$ cat src/rtl/minmax_stream.sv
// minmax_stream: pipelined arg-min/arg-max frame reducer; in_* beat stream (vld/rdy/last/mode/msk/dat) -> out_* result (vld/rdy/found/idx/val)
module minmax_stream #(
  parameter int DATA_WIDTH = 16,
  parameter int PORT       = 4,
  parameter int IDX_WIDTH  = 16,
  parameter int SIGNED     = 0
) (
  input  logic                       clk,
  input  logic                       rst_n,
  input  logic                       in_vld,
  output logic                       in_rdy,
  input  logic                       in_last,
  input  logic                       in_mode,
  input  logic [PORT-1:0]            in_msk,
  input  logic [DATA_WIDTH*PORT-1:0] in_dat,
  output logic                       out_vld,
  input  logic                       out_rdy,
  output logic                       out_found,
  output logic [IDX_WIDTH-1:0]       out_idx,
  output logic [DATA_WIDTH-1:0]      out_val
);
  localparam int LW = $clog2(PORT);
  localparam int NN = 2*PORT-1;
  typedef enum logic [1:0] {IDLE, ACC, DRAIN, HOLD} state_t;
  state_t state_q, state_d;
  function automatic logic better(input logic [DATA_WIDTH-1:0] a, input logic [DATA_WIDTH-1:0] b, input logic mx);
    logic lt, gt;
    lt = (SIGNED != 0) ? ($signed(a) < $signed(b)) : (a < b);
    gt = (SIGNED != 0) ? ($signed(a) > $signed(b)) : (a > b);
    return mx ? gt : lt;
  endfunction
  logic                  acc, first, eff_mode;
  logic                  mode_q, mode_d;
  logic [IDX_WIDTH-1:0]  beat_q, beat_d, cur_beat;
  logic                  s1_vld_q, s1_first_q, s1_any_q;
  logic [DATA_WIDTH-1:0] s1_val_q;
  logic [LW-1:0]         s1_lane_q;
  logic [IDX_WIDTH-1:0]  s1_beat_q;
  logic                  best_any_q, best_any_d;
  logic [DATA_WIDTH-1:0] best_val_q, best_val_d;
  logic [IDX_WIDTH-1:0]  best_idx_q, best_idx_d;
  logic [IDX_WIDTH-1:0]  cand_idx;
  logic                  replace, clear;
  logic [DATA_WIDTH-1:0] t_val  [NN];
  logic [LW-1:0]         t_lane [NN];
  logic                  t_any  [NN];
  assign in_rdy   = rst_n && (state_q == IDLE || state_q == ACC);
  assign acc      = in_vld && in_rdy;
  assign first    = state_q == IDLE;
  assign eff_mode = first ? in_mode : mode_q;
  assign cur_beat = first ? '0 : beat_q;
  for (genvar j = 0; j < PORT; j++) begin : g_leaf
    assign t_val[PORT-1+j]  = in_dat[DATA_WIDTH*j +: DATA_WIDTH];
    assign t_lane[PORT-1+j] = LW'(j);
    assign t_any[PORT-1+j]  = in_msk[j];
  end
  for (genvar n = 0; n < PORT-1; n++) begin : g_node
    logic take_r;
    assign take_r    = t_any[2*n+2] && (!t_any[2*n+1] || better(t_val[2*n+2], t_val[2*n+1], eff_mode));
    assign t_val[n]  = take_r ? t_val[2*n+2]  : t_val[2*n+1];
    assign t_lane[n] = take_r ? t_lane[2*n+2] : t_lane[2*n+1];
    assign t_any[n]  = t_any[2*n+1] || t_any[2*n+2];
  end
  always_comb begin
    state_d = (acc && in_last) ? DRAIN :
              acc ? ACC :
              (state_q == DRAIN) ? HOLD :
              (state_q == HOLD && out_rdy) ? IDLE : state_q;
    mode_d     = (acc && first) ? in_mode : mode_q;
    beat_d     = acc ? cur_beat + IDX_WIDTH'(1) : beat_q;
    cand_idx   = IDX_WIDTH'({s1_beat_q, s1_lane_q});
    clear      = s1_vld_q && s1_first_q;
    replace    = s1_vld_q && s1_any_q && (s1_first_q || !best_any_q || better(s1_val_q, best_val_q, mode_q));
    best_any_d = replace || (best_any_q && !clear);
    best_val_d = replace ? s1_val_q : clear ? '0 : best_val_q;
    best_idx_d = replace ? cand_idx : clear ? '0 : best_idx_q;
  end
  always_ff @(posedge clk or negedge rst_n) begin
    if (!rst_n) begin
      state_q    <= IDLE;
      mode_q     <= 1'b0;
      beat_q     <= '0;
      s1_vld_q   <= 1'b0;
      s1_first_q <= 1'b0;
      s1_any_q   <= 1'b0;
      s1_val_q   <= '0;
      s1_lane_q  <= '0;
      s1_beat_q  <= '0;
      best_any_q <= 1'b0;
      best_val_q <= '0;
      best_idx_q <= '0;
    end else begin
      state_q    <= state_d;
      mode_q     <= mode_d;
      beat_q     <= beat_d;
      s1_vld_q   <= acc;
      if (acc) begin
        s1_first_q <= first;
        s1_any_q   <= t_any[0];
        s1_val_q   <= t_val[0];
        s1_lane_q  <= t_lane[0];
        s1_beat_q  <= cur_beat;
      end
      best_any_q <= best_any_d;
      best_val_q <= best_val_d;
      best_idx_q <= best_idx_d;
    end
  end
  assign out_vld   = state_q == HOLD;
  assign out_found = best_any_q;
  assign out_idx   = best_idx_q;
  assign out_val   = best_val_q;
endmodule
$ cat config.mk
export PLATFORM = sky130hd
export DESIGN_NAME = minmax_stream
export DESIGN_NICKNAME = d
export VERILOG_FILES = /design/src/rtl/minmax_stream.sv
export SDC_FILE = /design/constraint.sdc
export NUM_CORES = 1
export LEC_CHECK = 0
export ABC_CLOCK_PERIOD_IN_PS = 4750
export CAP_MARGIN = 20
export CELL_PAD_IN_SITES_DETAIL_PLACEMENT = 1
export CELL_PAD_IN_SITES_GLOBAL_PLACEMENT = 2
export CORE_MARGIN = 8
export CORE_UTILIZATION = 32
export CTS_CLUSTER_SIZE = 8
export DETAILED_ROUTE_END_ITERATION = 6
export PLACE_DENSITY = 0.8
export SYNTH_ARGS = -nofsm -noshare
export SYNTH_HDL_FRONTEND = slang
export SYNTH_SLANG_ARGS = --single-unit
export TNS_END_PERCENT = 100
$ cat constraint.sdc
create_clock -name clk -period 4.75 [get_ports clk]
set_clock_uncertainty 0.1 [all_clocks]
set_input_delay 0.95 -clock clk [delete_from_list [all_inputs] [get_ports clk]]
set_output_delay 0.95 -clock clk [all_outputs]
set_load 0.02 [all_outputs]
* Yosys cells after proc, flatten, opt, wreduce, memory -nomap -nowiden
Index checks and enable logic that the tools add are counted.
Word-level totals: bits in registers 87, word-level logic and storage cells 73, output and inout bits 35, input bits 74
Cells by class: reductions and logical operators 30, add/sub/neg operators 1, order comparisons 8, multiplexer cells 19, equal/unequal tests 3
Operator list (number):
- two-way mux 16 bit | 7
- > comparator 16 bit | 4
- less-than comparator 16 bit | 4
- adder 16 x 1 -> 16 bit, second input constant | 1
- logical AND 1 bit | 12
- logical OR 1 bit | 10
- two-way mux 2 bit | 5
- two-way mux 1 bit | 7
- zero test 1 bit | 5
- equality test 2 bit, second input constant | 2
- nonzero test 4 bit | 1
- equality test 2 x 1 -> 1 bit, second input constant | 1
- zero test 2 bit | 1
- nonzero test 2 bit | 1

* Logic depth before layout (Yosys ltp)
Gate-level depths: netlist of the first run.
depth in word-level cells 11, gate-level depth with buffers 23, depth with buffers taken out 19

* Worst setup path after synthesis of the first run
No wires, ideal clock.
path type in2reg, from input in_dat[46], to register s1_val_q[0], setup slack -0.495 ns, required time 4.504 ns, path buffers 4, library setup time 0.146 ns, arrival 5.000 ns, cell stages on the path 23, cells stage by stage inv_1 > ha_1 > a21oi_1 > nand2_1 > a221o_1 > nor3_1 > mux2i_1 > a21bo_1 > buf_2 > buf_6 > mux2i_1 > inv_1 > ha_1 > a21oi_1 > nand2_1 > a221o_1 > a211o_1 > and3b_1 > nor3_2 > nand2b_1 > clkbuf_1 > buf_2 > o221ai_1
On the way: cells in the longest elaborated chain, start to end 10, elaborated cells on any way between the ends 12, classes of those cells order compare (4); mux (4); reduce/logical (4)
Ends and longest elaborated chain:
- start: declaration | RTL line 15 | input logic [DATA_WIDTH*PORT-1:0] in_dat,
- less-than comparator 16 bit or > comparator 16 bit (tied branches) | RTL line 28, 29
- two-way mux 1 bit | RTL line 30 | return mx ? gt : lt;
- logical OR 1 bit | RTL line 59 | assign take_r = t_any[2*n+2] && (!t_any[2*n+1] || better(t_val[2*n+2], t_val[2*n+1], eff_mode));
- logical AND 1 bit | RTL line 59
- two-way mux 16 bit * | RTL line 60 | assign t_val[n] = take_r ? t_val[2*n+2] : t_val[2*n+1];
- less-than comparator 16 bit or > comparator 16 bit (tied branches) | RTL line 28, 29
- two-way mux 1 bit | RTL line 30
- logical OR 1 bit | RTL line 59
- logical AND 1 bit | RTL line 59
- two-way mux 16 bit * | RTL line 60
- end signal: assignment | RTL line 100 | s1_val_q <= t_val[0];
- end: declaration | RTL line 36 | logic [DATA_WIDTH-1:0] s1_val_q;
Mark *: on every way between the ends. The rest lies on a longest branch, timed or not. A chain may end at the register's enable or synchronous reset.

* Worst setup path after layout of the first run
from input in_dat[63], to register s1_lane_q[0]
On the way: cells in the longest elaborated chain, start to end 10, elaborated cells on any way between the ends 13, classes of those cells order compare (4); mux (5); reduce/logical (4)
Ends and longest elaborated chain:
- less-than comparator 16 bit or > comparator 16 bit (tied branches) | RTL line 28, 29
- two-way mux 1 bit | RTL line 30
- logical OR 1 bit | RTL line 59
- logical AND 1 bit | RTL line 59
- two-way mux 16 bit | RTL line 60
- less-than comparator 16 bit or > comparator 16 bit (tied branches) | RTL line 28, 29
- two-way mux 1 bit | RTL line 30
- logical OR 1 bit | RTL line 59
- logical AND 1 bit | RTL line 59
- two-way mux 2 bit * | RTL line 61 | assign t_lane[n] = take_r ? t_lane[2*n+2] : t_lane[2*n+1];
- end signal: assignment | RTL line 101 | s1_lane_q <= t_lane[0];
- end: declaration | RTL line 37 | logic [LW-1:0] s1_lane_q;
Marks and branches as above.

==> flow_summary.ini, run 1 <==
[floorplan]
die_x_um = 147
placement_rows = 47
top_level_ports = 109
coreArea_um2 = 16600
initial_utilization_pct = 32.8
die_h_um = 147
dieArea_um2 = 21500

[layout]
final_area_um2 = 8710
multi_input_area_um2 = 3880
layout_common_cells = sky130_fd_sc_hd__buf_4, sky130_fd_sc_hd__dfrtp_1, sky130_fd_sc_hd__nand2_1, sky130_fd_sc_hd__inv_1, sky130_fd_sc_hd__clkdlybuf4s50_1
final_common_cell = sky130_fd_sc_hd__buf_4
nNetsFinal = 911
seq_area_um2 = 2130
final_cells = 997
fin_util_pct = 52.3
antennaDiodeCount = 0
share_of_layout_cells_above_drive_strength_1_pct = 37.5
filler_cells = 1796
synth_to_final_area_change_pct = 59.7

[placed_design]
detailedPlacementHpwl_mm = 14.3
port-buffer-count = 108
dpl.cell_count = 958
post_dp_cell_area_um2 = 7550
place_ws_ns = -1.62
place_congestion = 0.844

[global_route]
gr-usage-all-layers_pct = 18.2
global_route.overflow_total = 0
grt_first_pass_wirelength_mm = 31.4
number_of_antenna_violations_at_the_first_check_in_global_routing = 0
maximum_number_of_pins_on_one_net_before_global_route_repair = 86
first_global_vias = 5814

[clock_tree]
ctsHtreeMaxLevel = 3
ctsRootBufferMaster = sky130_fd_sc_hd__clkbuf_16
cts-buffers-inserted = 9
clock_path_buffers = 2
cts_tree = done
clock_insertion_delay_worst_skew_ns = 0.34
cts_hold_buffers = 0
cts.sink_count = 85
register_clock_pin_slew_on_the_reported_worst_setup_and_hold_paths_ns = 0.07

[logic_synthesis]
synth.lib_cells_used.distinct = 44
yosys.area.top_type_share_pct = 39.0
synthesized_cell_area_um2 = 5450
yosys_warnings = 0
synth.area.top_cells = sky130_fd_sc_hd__dfrtp_1, sky130_fd_sc_hd__ha_1, sky130_fd_sc_hd__mux2i_1
async_s_r_ff_share_synth_pct = 100
number_of_standard_cells_after_synthesis = 570
synth_seq_area_share_pct = 39.0
syn_nets = 709
synth_area_leader_cell = sky130_fd_sc_hd__dfrtp_1
post_synthesis_mean_instance_area_um2 = 9.57
ys.flop_type = sky130_fd_sc_hd__dfrtp_1
number_of_enable_flip_flop_cells_after_synthesis = 0
synth_seq_cells = 85

[drt]
finalWirelength_mm = 19.5
drt_pre_antenna_iters = 4
route.detailed.vias_per_inst = 5.19
drt-wirelength-per-cell_um = 19.6
route.antenna.remaining_nets = 0
iter_0_drt_violations = 163
vias = 5175
route.detailed.drc = 0

[flow_run]
total_of_max_cap_violations = 0

[sta]
finalSetupViolCount = 18
grt_setup_unrepaired = yes
finalCritPeriodShare_pct = 109
worst_pin_slew_ns = 0.636
final.setup.worst_slack_ns = -0.414
max_slew_margin_pct = 57.5
max_clock_freq_mhz = 194
final-max-slew-violation-count = 0
final-hold-violation-count = 0
post-route-min-period_ns = 5.16

[outcome]
failing_checks = setup timing
run_status = complete, but fails checks

[power_and_ir_drop]
leakage_nw = 4.02
power.density_cell_area_nw_per_um2 = 426
p_total_mw = 3.71
ir_drop_mv = 0.245

[critical_path]
required_ns = 4.92
crit_path_kind = input pin to flip-flop
critical_path_peak_fanout = 4
crit_arrival_ns = 5.34
worstSetupEndpointType = flip-flop
type_of_element_launching_the_critical_path = input pin

[hold_path]
timing.hold.worst.class = flip-flop to flip-flop
cell type report:
class	instances	area share (%)
Inverter	68	3.16
Sequential cell	85	24.4
Clock inverter	7	0.661
Tap cell	220	3.16
Clock buffer	9	2.59
Multi-Input combinational cell	394	44.5
Timing Repair Buffer	214	21.5
cell usage after synthesis, types with 6 or more instances:
master and instances:
sky130_fd_sc_hd__buf_2 8, sky130_fd_sc_hd__nand2_1 76, sky130_fd_sc_hd__inv_1 68, sky130_fd_sc_hd__nand3_1 26, sky130_fd_sc_hd__buf_6 6, sky130_fd_sc_hd__clkbuf_1 8
sky130_fd_sc_hd__xor2_1 6, sky130_fd_sc_hd__nor2b_1 6, sky130_fd_sc_hd__nor2_1 16, sky130_fd_sc_hd__mux2i_1 34, sky130_fd_sc_hd__dfrtp_1 85, sky130_fd_sc_hd__a22o_1 34
sky130_fd_sc_hd__nand4_1 17, sky130_fd_sc_hd__a21o_1 12, sky130_fd_sc_hd__ha_1 65, sky130_fd_sc_hd__o221ai_1 16, sky130_fd_sc_hd__a21oi_1 29, sky130_fd_sc_hd__o21ai_0 8
state kept, by name, indices dropped and copies added (netlist names):
signal,count
s1_lane_q,2
out_found,1
s1_val_q,16
s1_vld_q,1
s1_beat_q,14
state_q,2
out_val,16
s1_any_q,1
s1_first_q,1
beat_q,14
out_idx,16
mode_q,1
power breakdown:
group	internal, mW	switching (mW)
combinational	0.938	0.966
clock	0.362	0.312
sequential	0.933	0.201
total	2.23	1.48
layer usage:
metal	up-vias	wire, um	GRT usage [%]
met2	83	9700	30.7
met5	-	0	0
met1	2635	8860	23.3
li1	2439	-	-
met4	0	291	4.84
met3	18	645	3.58
path summary, 6_finish.rpt:
path / startpoint / end / slack, ns / cells after the start
worst min-delay path: s1_beat_q[8] / s1_beat_q[8] / 0.37 / 2
max in group asynchronous: rst_n / s1_val_q[5] / 3.36 / 3
min in group asynchronous: rst_n / state_q[1] / 0.58 / 2
worst max register to register: state_q[1] / s1_lane_q[0] / 0.29 / 18
worst min register to register: s1_beat_q[8] / s1_beat_q[8] / 0.37 / 2
worst max-delay path: in_dat[63] / s1_lane_q[0] / -0.41 / 22
what timing repair did:
item,CTS,global route
setup buffers,13,8
endpoints found under the setup margin,18,18
gates resized for setup,238,79
gates cloned,3,1
pin swaps,47,44
kinds of logic (layout without fill, tap and decap cells):
group	after synthesis	after routing	synth area share, %
and+or+nand+nor	165	166	14.5
AOI/OAI and AO/OA	116	116	15.5
muxes	38	38	7.27
adders and majority gates	65	65	14.9
DFF	85	85	39.0
buffers and inverters	92	298	7.34
xor gates and xnor gates	9	9	1.45
critical path, stage by stage:
cell and delay [ns]:
sky130_fd_sc_hd__buf_4 0.13, sky130_fd_sc_hd__ha_4 0.26, sky130_fd_sc_hd__nand4_1 0.11, sky130_fd_sc_hd__buf_6 0.14, sky130_fd_sc_hd__buf_12 0.12, sky130_fd_sc_hd__a2111oi_4 0.37, sky130_fd_sc_hd__nor3_2 0.10, sky130_fd_sc_hd__mux2i_1 0.22
sky130_fd_sc_hd__a21bo_2 0.27, sky130_fd_sc_hd__buf_4 0.16, sky130_fd_sc_hd__mux2i_2 0.25, sky130_fd_sc_hd__inv_1 0.12, sky130_fd_sc_hd__ha_4 0.26, sky130_fd_sc_hd__a21oi_2 0.13, sky130_fd_sc_hd__o21ai_1 0.07, sky130_fd_sc_hd__a221o_1 0.33
sky130_fd_sc_hd__a211o_1 0.30, sky130_fd_sc_hd__and3b_2 0.24, sky130_fd_sc_hd__nor3_4 0.20, sky130_fd_sc_hd__buf_4 0.15, sky130_fd_sc_hd__mux2_4 0.29, sky130_fd_sc_hd__o21ai_2 0.12
per-stage QoR:
step           setup TNS (ns)  hold WS [ns]
2_1_floorplan           -2.21         0.339
3_3_place_gp           -25.25         0.359
3_5_place_dp           -28.31         0.361
4_1_cts                 -6.20         0.376
5_1_grt                 -9.83         0.380
6_report                -6.79         0.371
No activity file was read; power rests on OpenSTA's default activity.
==> run 2, diff against run 1 <==
--- a/config.mk
+++ b/config.mk
@@ -16,2 +16,3 @@
 export PLACE_DENSITY = 0.8
+export SLEW_MARGIN = 20
 export SYNTH_ARGS = -nofsm -noshare
==> constraint.sdc (replaced) <==
create_clock -name clk -period 4.75 [get_ports clk]
set_clock_uncertainty 0.1 [all_clocks]
set_input_delay 0.475 -clock clk [delete_from_list [all_inputs] [get_ports clk]]
set_output_delay 0.475 -clock clk [all_outputs]
set_load 0.02 [all_outputs]
==> flow_summary.ini, run 2 (synthesis results as in run 1) <==
[outcome]
run_status = completed

[layout]
synth_to_final_area_change_pct = 59.5
filler_cells = 1792
layout_common_cells = sky130_fd_sc_hd__buf_4, sky130_fd_sc_hd__dfrtp_1, sky130_fd_sc_hd__nand2_1, sky130_fd_sc_hd__inv_1, sky130_fd_sc_hd__clkdlybuf4s50_1
nNetsFinal = 915
share_of_layout_cells_above_drive_strength_1_pct = 34.8
final_common_cell = sky130_fd_sc_hd__buf_4
seq_area_um2 = 2130
multi_input_area_um2 = 3850
antennaDiodeCount = 0

[drt]
finalWirelength_mm = 20.4
drt_pre_antenna_iters = 4
iter_0_drt_violations = 195
drt-wirelength-per-cell_um = 20.4
route.detailed.vias_per_inst = 5.23
vias = 5234
route.antenna.remaining_nets = 0
route.detailed.drc = 0

[global_route]
grt_first_pass_wirelength_mm = 31.8
gr-usage-all-layers_pct = 18.5
maximum_number_of_pins_on_one_net_before_global_route_repair = 61
global_route.overflow_total = 0
first_global_vias = 5871
number_of_antenna_violations_at_the_first_check_in_global_routing = 0

[placed_design]
place_congestion = 0.865
port-buffer-count = 108
detailedPlacementHpwl_mm = 14.6

[floorplan]
dieArea_um2 = 21500
coreArea_um2 = 16600
top_level_ports = 109
die_x_um = 147
initial_utilization_pct = 32.8
placement_rows = 47
die_h_um = 147

[sta]
final-max-slew-violation-count = 0
max_clock_freq_mhz = 212
worst_pin_slew_ns = 0.816
final-hold-violation-count = 0
max_slew_margin_pct = 45.6
setup_tns_ns = 0
finalSetupViolCount = 0
finalCritPeriodShare_pct = 99.3
post-route-min-period_ns = 4.71

[clock_tree]
register_clock_pin_slew_on_the_reported_worst_setup_and_hold_paths_ns = 0.07
ctsRootBufferMaster = sky130_fd_sc_hd__clkbuf_16
clock_path_buffers = 2
ctsHtreeMaxLevel = 3
cts_tree = done
clock_insertion_delay_worst_skew_ns = 0.34
cts.sink_count = 85
cts-buffers-inserted = 9

[critical_path]
type_of_element_launching_the_critical_path = input pin
required_ns = 4.89
worstSetupEndpointType = flip-flop
critical_path_peak_fanout = 8
crit_path_kind = input pin to flip-flop
crit_arrival_ns = 4.86

[flow_run]
total_of_max_cap_violations = 0

[power_and_ir_drop]
power.density_cell_area_nw_per_um2 = 433
p_total_mw = 3.76
ir_drop_mv = 0.231
leakage_nw = 4.14

[hold_path]
timing.hold.worst.class = flip-flop to flip-flop
## run 2: cell types whose count changed in the layout (fill, tap and decap cells not counted), sizes merged
cell	before	now
nand2	77	76
inv	71	69
clkinvlp	2	1
buf	132	112
dlygate4sd3	0	1
dlygate4sd2	22	18
clkdlybuf4s15	8	2
dlymetal6s2s	0	16
clkbuf	18	39
## run 2: worst max-delay path, stage by stage
cell and delay, ns:
sky130_fd_sc_hd__dlygate4sd2_1 0.29, sky130_fd_sc_hd__ha_4 0.30, sky130_fd_sc_hd__nand4_1 0.27, sky130_fd_sc_hd__a2111oi_2 0.38
sky130_fd_sc_hd__buf_4 0.19, sky130_fd_sc_hd__nor3_4 0.04, sky130_fd_sc_hd__mux2i_1 0.15, sky130_fd_sc_hd__nor2b_2 0.16
sky130_fd_sc_hd__buf_4 0.14, sky130_fd_sc_hd__buf_12 0.14, sky130_fd_sc_hd__mux2i_4 0.29, sky130_fd_sc_hd__ha_4 0.24
sky130_fd_sc_hd__nand4_1 0.14, sky130_fd_sc_hd__nor2_1 0.07, sky130_fd_sc_hd__a221o_1 0.34, sky130_fd_sc_hd__a211o_1 0.30
sky130_fd_sc_hd__a211oi_2 0.31, sky130_fd_sc_hd__nor3_4 0.09, sky130_fd_sc_hd__nand2b_4 0.18, sky130_fd_sc_hd__buf_8 0.16
sky130_fd_sc_hd__o221ai_4 0.19
## run 2: path summary, 6_finish.rpt
check / to / startpoint / slack (ns) / depth (start not counted)
max reg2reg: s1_val_q[1] / state_q[0] / 0.31 / 19
max in group asynchronous: out_idx[9] / rst_n / 2.91 / 3
min: s1_beat_q[10] / s1_beat_q[10] / 0.37 / 2
min in group asynchronous: out_idx[10] / rst_n / 0.49 / 2
min reg2reg: s1_beat_q[10] / s1_beat_q[10] / 0.37 / 2
max: s1_val_q[1] / in_dat[31] / 0.04 / 21
## run 2: layer usage
layer	track usage (%)	wire [um]
met4	5.56	512
met1	22.6	8700
met5	0	0
met2	32.5	10500
met3	3.06	709
## run 2: layout make-up
cell class,count,area share (%)
flip-flops and latches,85,24.5
well taps,220,3.17
clock buffers,12,3.07
multi-input cells,393,44.3
clock inverters,4,0.345
repair buffers,219,21.7
inverters,68,2.94
## run 2: what timing repair did
| item | 4_1_cts | 5_1_grt |
|---|---|---|
| setup buffers | 19 | 10 |
| resized for setup | 150 | 125 |
| endpoints found under the setup margin | 18 | 18 |
| hold buffers | 1 | 0 |
| endpoints found under the hold margin | 25 | 0 |
| pin swaps | 34 | 31 |
| cloned | 2 | 0 |
## run 2: through the flow
stage                     hold WS (ns)  std cells  util [%]  worst slack [ns]  cell area, um2
final                            0.374       1001      52.2            0.0351            8690
after global routing             0.406       1001      52.2           -0.0584            8690
after CTS                        0.376        991      49.8           0.00457            8280
after detailed placement         0.310        953      43.8             -1.02            7290
after global placement           0.299        953      43.8            -0.807            7290
after floorplan                 0.0794        570         -            0.0115            5460
## run 2: where the power goes
part | switching (mW) | total (mW) | internal (mW)
sequential | 0.201 | 1.14 | 0.934
clock | 0.290 | 0.690 | 0.399
combinational | 0.986 | 1.94 | 0.950
total | 1.48 | 3.76 | 2.28
